### src/rtl/mycpu_pkg.sv
// Shared definitions for the HI/LO multiply/divide unit.
//   op_t    : req_op encoding presented by the EX stage
//   state_t : controller FSM states
//   DIV_ITER: restoring-divide iteration count (one quotient bit per cycle)
package mycpu_pkg;

    typedef enum logic [2:0] {
        OP_MULT  = 3'd0,
        OP_MULTU = 3'd1,
        OP_DIV   = 3'd2,
        OP_DIVU  = 3'd3,
        OP_MTHI  = 3'd4,
        OP_MTLO  = 3'd5
    } op_t;

    typedef enum logic [1:0] {
        ST_IDLE,
        ST_MUL,
        ST_DIV,
        ST_DONE
    } state_t;

    localparam int unsigned DIV_ITER = 32;

endpackage

### src/rtl/mycpu_muldiv_ctrl_if.sv
// Request/result bundle between the EX stage and the HI/LO unit.
//   master : EX side   (drives req_valid, req_op, src_a, src_b, flush)
//   slave  : HI/LO unit (drives busy, done, hi, lo)
interface mycpu_muldiv_ctrl_if;
    import mycpu_pkg::*;

    logic        req_valid;
    op_t         req_op;
    logic [31:0] src_a;
    logic [31:0] src_b;
    logic        flush;
    logic        busy;
    logic        done;
    logic [31:0] hi;
    logic [31:0] lo;

    modport master (
        output req_valid, req_op, src_a, src_b, flush,
        input  busy, done, hi, lo
    );

    modport slave (
        input  req_valid, req_op, src_a, src_b, flush,
        output busy, done, hi, lo
    );

endinterface

### src/rtl/mycpu_div_core.sv
// Restoring divider datapath, sequenced by the controller.
//   clk, reset          : clock, synchronous active-high reset
//   clear               : drop any operation in progress
//   start               : latch operand magnitudes and result signs
//   is_signed           : start belongs to DIV (not DIVU)
//   dividend, divisor   : operands, sampled on start
//   step                : one restoring iteration (one quotient bit)
//   fix                 : fold the sign correction into the registers
//   quotient, remainder : sign-corrected results (valid during fix cycle)
//   div_by_zero         : divisor of the current operation was zero
module mycpu_div_core (
    input  logic        clk,
    input  logic        reset,
    input  logic        clear,
    input  logic        start,
    input  logic        is_signed,
    input  logic [31:0] dividend,
    input  logic [31:0] divisor,
    input  logic        step,
    input  logic        fix,
    output logic [31:0] quotient,
    output logic [31:0] remainder,
    output logic        div_by_zero
);

    logic [31:0] rem;
    logic [31:0] quo;
    logic [31:0] dvs;
    logic        neg_q;
    logic        neg_r;
    logic        dz;

    logic [31:0] abs_a;
    logic [31:0] abs_b;
    logic [33:0] trial;

    always_comb begin
        abs_a = (is_signed && dividend[31]) ? (32'd0 - dividend) : dividend;
        abs_b = (is_signed && divisor[31])  ? (32'd0 - divisor)  : divisor;
        // Extra top bit keeps the borrow visible when rem[31] shifts out.
        trial = {1'b0, rem, quo[31]} - {2'b00, dvs};
    end

    assign quotient    = neg_q ? (32'd0 - quo) : quo;
    assign remainder   = neg_r ? (32'd0 - rem) : rem;
    assign div_by_zero = dz;

    always_ff @(posedge clk) begin
        if (reset || clear) begin
            rem   <= '0;
            quo   <= '0;
            dvs   <= '0;
            neg_q <= 1'b0;
            neg_r <= 1'b0;
            dz    <= 1'b0;
        end else if (start) begin
            rem   <= '0;
            quo   <= abs_a;
            dvs   <= abs_b;
            neg_q <= is_signed && (dividend[31] ^ divisor[31]);
            neg_r <= is_signed && dividend[31];
            dz    <= (divisor == '0);
        end else if (step) begin
            if (!trial[33]) begin
                rem <= trial[31:0];
                quo <= {quo[30:0], 1'b1};
            end else begin
                rem <= {rem[30:0], quo[31]};
                quo <= {quo[30:0], 1'b0};
            end
        end else if (fix) begin
            quo   <= quotient;
            rem   <= remainder;
            neg_q <= 1'b0;
            neg_r <= 1'b0;
        end
    end

endmodule

### src/rtl/mycpu_muldiv_ctrl.sv
// HI/LO unit controller: MULT/MULTU, DIV/DIVU, MTHI/MTLO.
//   MUL_CYCLES : cycles spent in MUL (1..8)
//   clk, reset : clock, synchronous active-high reset
//   bus        : slave side of the EX request/result bundle
module mycpu_muldiv_ctrl
    import mycpu_pkg::*;
#(
    parameter int unsigned MUL_CYCLES = 2
) (
    input  logic                 clk,
    input  logic                 reset,
    mycpu_muldiv_ctrl_if.slave   bus
);

    localparam logic [5:0] MUL_LAST = 6'(MUL_CYCLES - 1);
    localparam logic [5:0] DIV_LAST = 6'(DIV_ITER);

    state_t      state;
    logic [5:0]  cnt;
    logic [31:0] hi_reg;
    logic [31:0] lo_reg;
    logic        busy_reg;
    logic        done_reg;

    logic [63:0] prod_pipe [MUL_CYCLES];
    logic [63:0] mul_a;
    logic [63:0] mul_b;
    logic [63:0] mul_prod;

    logic        accept;
    logic        is_mul_op;
    logic        is_div_op;
    logic        div_step;
    logic        div_fix;
    logic [31:0] div_q;
    logic [31:0] div_r;
    logic        div_dz;

    always_comb begin
        is_mul_op = (bus.req_op == OP_MULT) || (bus.req_op == OP_MULTU);
        is_div_op = (bus.req_op == OP_DIV)  || (bus.req_op == OP_DIVU);
        accept    = bus.req_valid && !bus.flush &&
                    ((state == ST_IDLE) || (state == ST_DONE));
        // Low 64 bits of a 64x64 product of the extended operands give the
        // signed or unsigned 32x32 result depending on the extension.
        mul_a     = {{32{(bus.req_op == OP_MULT) && bus.src_a[31]}}, bus.src_a};
        mul_b     = {{32{(bus.req_op == OP_MULT) && bus.src_b[31]}}, bus.src_b};
        mul_prod  = mul_a * mul_b;
        div_step  = (state == ST_DIV) && (cnt != DIV_LAST);
        div_fix   = (state == ST_DIV) && (cnt == DIV_LAST);
    end

    // Product enters stage 0 at acceptance and shifts one stage per cycle;
    // the last stage is valid exactly when the MUL counter expires.
    always_ff @(posedge clk) begin
        if (reset) begin
            for (int unsigned i = 0; i < MUL_CYCLES; i++) prod_pipe[i] <= '0;
        end else begin
            if (accept && is_mul_op) prod_pipe[0] <= mul_prod;
            for (int unsigned i = 1; i < MUL_CYCLES; i++) prod_pipe[i] <= prod_pipe[i-1];
        end
    end

    mycpu_div_core u_div (
        .clk         (clk),
        .reset       (reset),
        .clear       (bus.flush),
        .start       (accept && is_div_op),
        .is_signed   (bus.req_op == OP_DIV),
        .dividend    (bus.src_a),
        .divisor     (bus.src_b),
        .step        (div_step),
        .fix         (div_fix),
        .quotient    (div_q),
        .remainder   (div_r),
        .div_by_zero (div_dz)
    );

    always_ff @(posedge clk) begin
        if (reset) begin
            state    <= ST_IDLE;
            cnt      <= '0;
            hi_reg   <= '0;
            lo_reg   <= '0;
            busy_reg <= 1'b0;
            done_reg <= 1'b0;
        end else if (bus.flush) begin
            state    <= ST_IDLE;
            cnt      <= '0;
            busy_reg <= 1'b0;
            done_reg <= 1'b0;
        end else begin
            case (state)
                ST_IDLE, ST_DONE: begin
                    state    <= ST_IDLE;
                    cnt      <= '0;
                    busy_reg <= 1'b0;
                    done_reg <= 1'b0;
                    if (bus.req_valid) begin
                        case (bus.req_op)
                            OP_MTHI: begin
                                hi_reg   <= bus.src_a;
                                state    <= ST_DONE;
                                done_reg <= 1'b1;
                            end
                            OP_MTLO: begin
                                lo_reg   <= bus.src_a;
                                state    <= ST_DONE;
                                done_reg <= 1'b1;
                            end
                            OP_MULT, OP_MULTU: begin
                                state    <= ST_MUL;
                                busy_reg <= 1'b1;
                            end
                            OP_DIV, OP_DIVU: begin
                                state    <= ST_DIV;
                                busy_reg <= 1'b1;
                            end
                            default: ;
                        endcase
                    end
                end
                ST_MUL: begin
                    if (cnt == MUL_LAST) begin
                        {hi_reg, lo_reg} <= prod_pipe[MUL_CYCLES-1];
                        state    <= ST_DONE;
                        busy_reg <= 1'b0;
                        done_reg <= 1'b1;
                        cnt      <= '0;
                    end else begin
                        cnt <= cnt + 6'd1;
                    end
                end
                ST_DIV: begin
                    if (cnt == DIV_LAST) begin
                        if (!div_dz) begin
                            hi_reg <= div_r;
                            lo_reg <= div_q;
                        end
                        state    <= ST_DONE;
                        busy_reg <= 1'b0;
                        done_reg <= 1'b1;
                        cnt      <= '0;
                    end else begin
                        cnt <= cnt + 6'd1;
                    end
                end
                default: state <= ST_IDLE;
            endcase
        end
    end

    assign bus.busy = busy_reg;
    assign bus.done = done_reg;
    assign bus.hi   = hi_reg;
    assign bus.lo   = lo_reg;

endmodule

### src/flat_wrapper.sv
// flat-port wrapper written by rule: the top's interface ports become plain ports
module mycpu_muldiv_ctrl_flat import mycpu_pkg::*;
#(
    parameter int unsigned MUL_CYCLES = 2
)
  (clk, reset, bus_req_valid, bus_req_op, bus_src_a, bus_src_b, bus_flush, bus_busy, bus_done, bus_hi, bus_lo);
  mycpu_muldiv_ctrl_if bus_i ();
  input  logic clk;
  input  logic reset;
  input wire logic [$bits(bus_i.req_valid)-1:0] bus_req_valid;
  input wire logic [$bits(bus_i.req_op)-1:0] bus_req_op;
  input wire logic [$bits(bus_i.src_a)-1:0] bus_src_a;
  input wire logic [$bits(bus_i.src_b)-1:0] bus_src_b;
  input wire logic [$bits(bus_i.flush)-1:0] bus_flush;
  output wire logic [$bits(bus_i.busy)-1:0] bus_busy;
  output wire logic [$bits(bus_i.done)-1:0] bus_done;
  output wire logic [$bits(bus_i.hi)-1:0] bus_hi;
  output wire logic [$bits(bus_i.lo)-1:0] bus_lo;
  assign bus_i.req_valid = bus_req_valid;
  assign bus_i.req_op = bus_req_op;
  assign bus_i.src_a = bus_src_a;
  assign bus_i.src_b = bus_src_b;
  assign bus_i.flush = bus_flush;
  assign bus_busy = bus_i.busy;
  assign bus_done = bus_i.done;
  assign bus_hi = bus_i.hi;
  assign bus_lo = bus_i.lo;
  mycpu_muldiv_ctrl #(.MUL_CYCLES(MUL_CYCLES)) u_core (.clk(clk), .reset(reset), .bus(bus_i));
endmodule
### config.mk
export PLATFORM = sky130hd
export DESIGN_NAME = mycpu_muldiv_ctrl_flat
export DESIGN_NICKNAME = d
export VERILOG_FILES = /design/src/rtl/mycpu_pkg.sv /design/src/rtl/mycpu_muldiv_ctrl_if.sv /design/src/rtl/mycpu_div_core.sv /design/src/rtl/mycpu_muldiv_ctrl.sv /design/src/flat_wrapper.sv
export SDC_FILE = /design/constraint.sdc
export NUM_CORES = 2
export LEC_CHECK = 0
export BUFFER_PORTS_ARGS = -buffer_cell sky130_fd_sc_hd__buf_2
export CORE_MARGIN = 2
export CORE_UTILIZATION = 65
export DETAILED_ROUTE_END_ITERATION = 8
export HOLD_SLACK_MARGIN = 0.08
export PLACE_DENSITY = 0.94
export SETUP_SLACK_MARGIN = 0.02
export SLEW_MARGIN = 0
export SYNTH_ARGS = -nofsm -noshare
export SYNTH_HDL_FRONTEND = slang
export SYNTH_SLANG_ARGS = --single-unit
### constraint.sdc
create_clock -name clk -period 27.4 [get_ports clk]
set_input_delay 2.74 -clock clk [delete_from_list [all_inputs] [get_ports clk]]
set_output_delay 2.74 -clock clk [all_outputs]
set_load 0.05 [all_outputs]
==> impl_summary.log <==
INFO  metric synth_ff_type = dfxtp_1
INFO  metric floorplan.core_area = between 80000 and 90000 sq um
INFO  metric detailedPlacementHpwl = 124000 um
INFO  metric number_of_flops_mapped_to_enable_cells_by_yosys = between 100 and 150
INFO  metric drcViolationCount = 0
INFO  metric rr_startpoint = u_core.u_div.rem[13]$_SDFFE_PP0P_
INFO  metric global_route.usage.total = 0.388
INFO  metric clock_latency = roughly 580 ps
INFO  metric synth_seq_cells = roughly 300
INFO  metric hold_path.startpoint = u_core.bus.hi[8]$_SDFFE_PP0P_
INFO  metric synthToLayoutAreaGrowth = 4.11%
INFO  metric gp_congestion = around 1.0
INFO  metric synthesis.area_per_instance = between 8 and 9 sq um
INFO  metric chipWidth = approximately 300 um
INFO  metric slew-limit-headroom = 0.152
INFO  metric rsz_0062_raised_after_global_routing = false
INFO  metric synth_area_leader_cell = fa_1
INFO  metric postPlaceCellArea = roughly 56000 sq um
INFO  metric whs_path_depth = 2
INFO  metric timing.final.crit_share = 0.433
INFO  metric route.final.wire_length = about 170000 um
INFO  metric busiest_layer = met2
INFO  metric cts.root.buffer_cell = clkbuf_16
INFO  metric seq_area = 7310 sq um
INFO  metric port_buffers = 136
INFO  metric worst_hold_endpoint = u_core.bus.hi[8]$_SDFFE_PP0P_
INFO  metric report.final.setup_viol = 0
INFO  metric met1_usage = 0.461
INFO  metric timing.final.crit_period = approximately 12000 ps
INFO  metric fp-row-count = 106
INFO  metric worst_max_slew_pin_slew = roughly 1300 ps
INFO  metric cts_sinks = approximately 300
INFO  metric num-nets-final = approximately 7600
INFO  metric required_time_reported_for_the_critical_path_endpoint = roughly 28000 ps
INFO  metric final.fill_count = 5962
INFO  metric detail_route.vias_per_cell = about 6.2
INFO  metric ant_nets = 0
INFO  metric outcome = finished clean
INFO  metric cap_violations = 0
INFO  metric first_global_vias = 49698
INFO  metric number_of_flip_flops_in_the_largest_register = 128
INFO  metric synth_fa_ha_area_frac = 0.467
INFO  metric final_hold_viol_count = 0
INFO  metric synth_cells = approximately 6300
INFO  metric dr_total_vias = ~45000
INFO  metric fin_tns_setup = 0 ps
INFO  metric worstSetupStartpointType = input port
INFO  metric post_cts_buffers = 0
INFO  metric fin_worst_skew = 10.1 ps
INFO  metric area_of_the_multi_input_gates = between 40000 and 50000 sq um
INFO  metric drtPass1Iterations = 8
INFO  metric path_max_fanout = 21
INFO  metric design.portCount = ~140
INFO  metric floorplan.initialDensity = 0.658
INFO  metric timing.critical_path.mode_cell = fa_1
INFO  metric die_area = approximately 87000 sq um
INFO  metric grt.overflow.total = 0
INFO  metric fmaxAchievable = 84.4 MHz
INFO  metric r2r_end = u_core.u_div.rem[5]$_SDFFE_PP0P_
INFO  metric grt_util_met2 = 0.617
INFO  metric post_route_cells_drive_above_1_share = 0.0480
INFO  metric synth.most_common_cell = inv_1
INFO  metric pin_count_of_the_biggest_net_entering_global_routing = between 80 and 90
INFO  metric critical_path.max_stage_delay = roughly 1100 ps
INFO  metric hold_bufs_at_cts = 0
INFO  metric min_path_type = reg -> reg
INFO  metric synth.cells.most_frequent = 1206 x inv_1, 1126 x fa_1, 938 x nand2_1, 334 x clkbuf_1, 315 x and2_1
INFO  metric arrival = ~12000 ps
INFO  metric final_max_slew_viol_count = 0
INFO  metric ff2ff_setup_slack = 23460 ps
INFO  metric synth.area.mux_share = 0.00381
INFO  metric ys_warn_count = 0
INFO  metric critical-path-slowest-cell = fa_1
INFO  metric global_route.usage.met3 = 0.105
INFO  metric synthXorXnorAreaFrac = 0.0339
INFO  metric detailedRoute.firstIterationViolations = roughly 5300
INFO  metric floorplan.die.height = roughly 300 um
INFO  metric synth_cell_types = between 70 and 80
INFO  metric tritoncts = yes
INFO  metric synth-async-reset-ratio = 0
INFO  metric synth.cell_area = about 55000 sq um
INFO  metric worstSetupPathType = in -> reg
INFO  metric worstRegToRegCells = 11
INFO  metric antenna_found_initial = 13
INFO  metric synth_top_family_by_area = adder cells
INFO  metric synth.area.top_cells = fa_1 41%, inv_1 8.2%, edfxtp_1 7.0%
INFO  metric largest_register = u_core.prod_pipe
INFO  metric timing.critical_path.to_type = register
INFO  metric inserted_clock_buffers = 30
INFO  metric finalInstanceArea = approximately 57000 sq um
INFO  metric ctsLongestPathBuffers = 3
INFO  metric synth_compound_area_frac = 0.0894
INFO  metric sequential_cell_area_fraction_in_the_yosys_report = 0.132
INFO  metric synthSimpleGateAreaFrac = 0.164
INFO  metric cts.htree.levels = 1
INFO  metric grt_first_pass_wirelength = approximately 260000 um
INFO  metric postCtsResizedCells = 0
INFO  metric yosysTopAreaCellShare = 0.408
INFO  metric worst_setup_hold_path_clk_slew = about 70 ps
INFO  metric post_drt_wl_per_cell = around 23 um
through the flow:
stage | setup slack, ps | instances | utilization | hold WS (ps)
final | 15550 | 7290 | 0.685 | 453
after global routing | 15120 | 7282 | 0.685 | 475
after CTS | 15690 | 7282 | 0.685 | 453
after detailed placement | 15130 | 7226 | 0.672 | 443
after global placement | 15380 | 7226 | 0.672 | 437
after floorplan | 16680 | 6313 | - | 429
cell usage in the layout (no fill, tap or decap), types with 55 or more instances in the layout:
cell type / n
fa_1: 1126
xor2_1: 76
and2_1: 315
inv_1: 1205
xnor2_1: 138
buf_2: 135
nand2_1: 937
nor2_1: 288
dfxtp_1: 173
edfxtp_1: 128
conb_1: 64
nand3_1: 57
o21ai_0: 152
ha_1: 256
nor3_1: 65
a21oi_1: 257
nor2b_1: 108
buf_4: 55
worst max-delay path, delay by kind of cell:
family	cells	cell delay (ps)
AND/OR/NAND/NOR	5	1480
buffers and inverters	8	1500
AO/OA/AOI/OAI	5	850
multiplexers	1	350
adder cells (fa/ha/maj)	9	5210
cell type report:
class | count | share of cell area
well taps | 1134 | 0.0247
flip-flops and latches | 301 | 0.127
inverters | 1206 | 0.0787
multi-input cells | 4394 | 0.732
repair buffers | 191 | 0.0191
clock inverters | 21 | 0.00390
clock buffers | 35 | 0.0141
diodes | 8 | 0.000348
per-layer routing:
| layer | part of all wire | vias to the layer above |
|---|---|---|
| met2 | 0.46 | 3431 |
| met1 | 0.33 | 22104 |
| met4 | 0.085 | 14 |
| met5 | 0.00039 | - |
| li1 | - | 18792 |
| met3 | 0.13 | 1119 |
logic make-up after synthesis:
family          after synthesis
flops                       301
mux                          20
compound gates              772
simple gates               1940
fa+ha+maj                  1384
other cells                   1
buf+inv                    1618
xor+xnor                    214
worst max path at each step:
| stage | startpoint | slack [ps] | end | depth (start not counted) |
|---|---|---|---|---|
| global route | bus_src_a[31] | 15120 | u_core.prod_pipe[0][55]$_SDFFCE_PP0P_ | 27 |
| detailed placement | bus_src_a[31] | 15130 | u_core.prod_pipe[0][55]$_SDFFCE_PP0P_ | 27 |
| CTS | bus_src_a[31] | 15690 | u_core.prod_pipe[0][55]$_SDFFCE_PP0P_ | 27 |
| finish | bus_req_op[0] | 15550 | u_core.prod_pipe[0][55]$_SDFFCE_PP0P_ | 28 |
| global placement | bus_req_op[0] | 15380 | u_core.prod_pipe[0][55]$_SDFFCE_PP0P_ | 28 |
| floorplan | bus_req_op[0] | 16680 | u_core.prod_pipe[0][55]$_SDFFCE_PP0P_ | 28 |
Power is not shown: default switching activity piles up to over one toggle a cycle in this logic, so the estimate is an artifact.
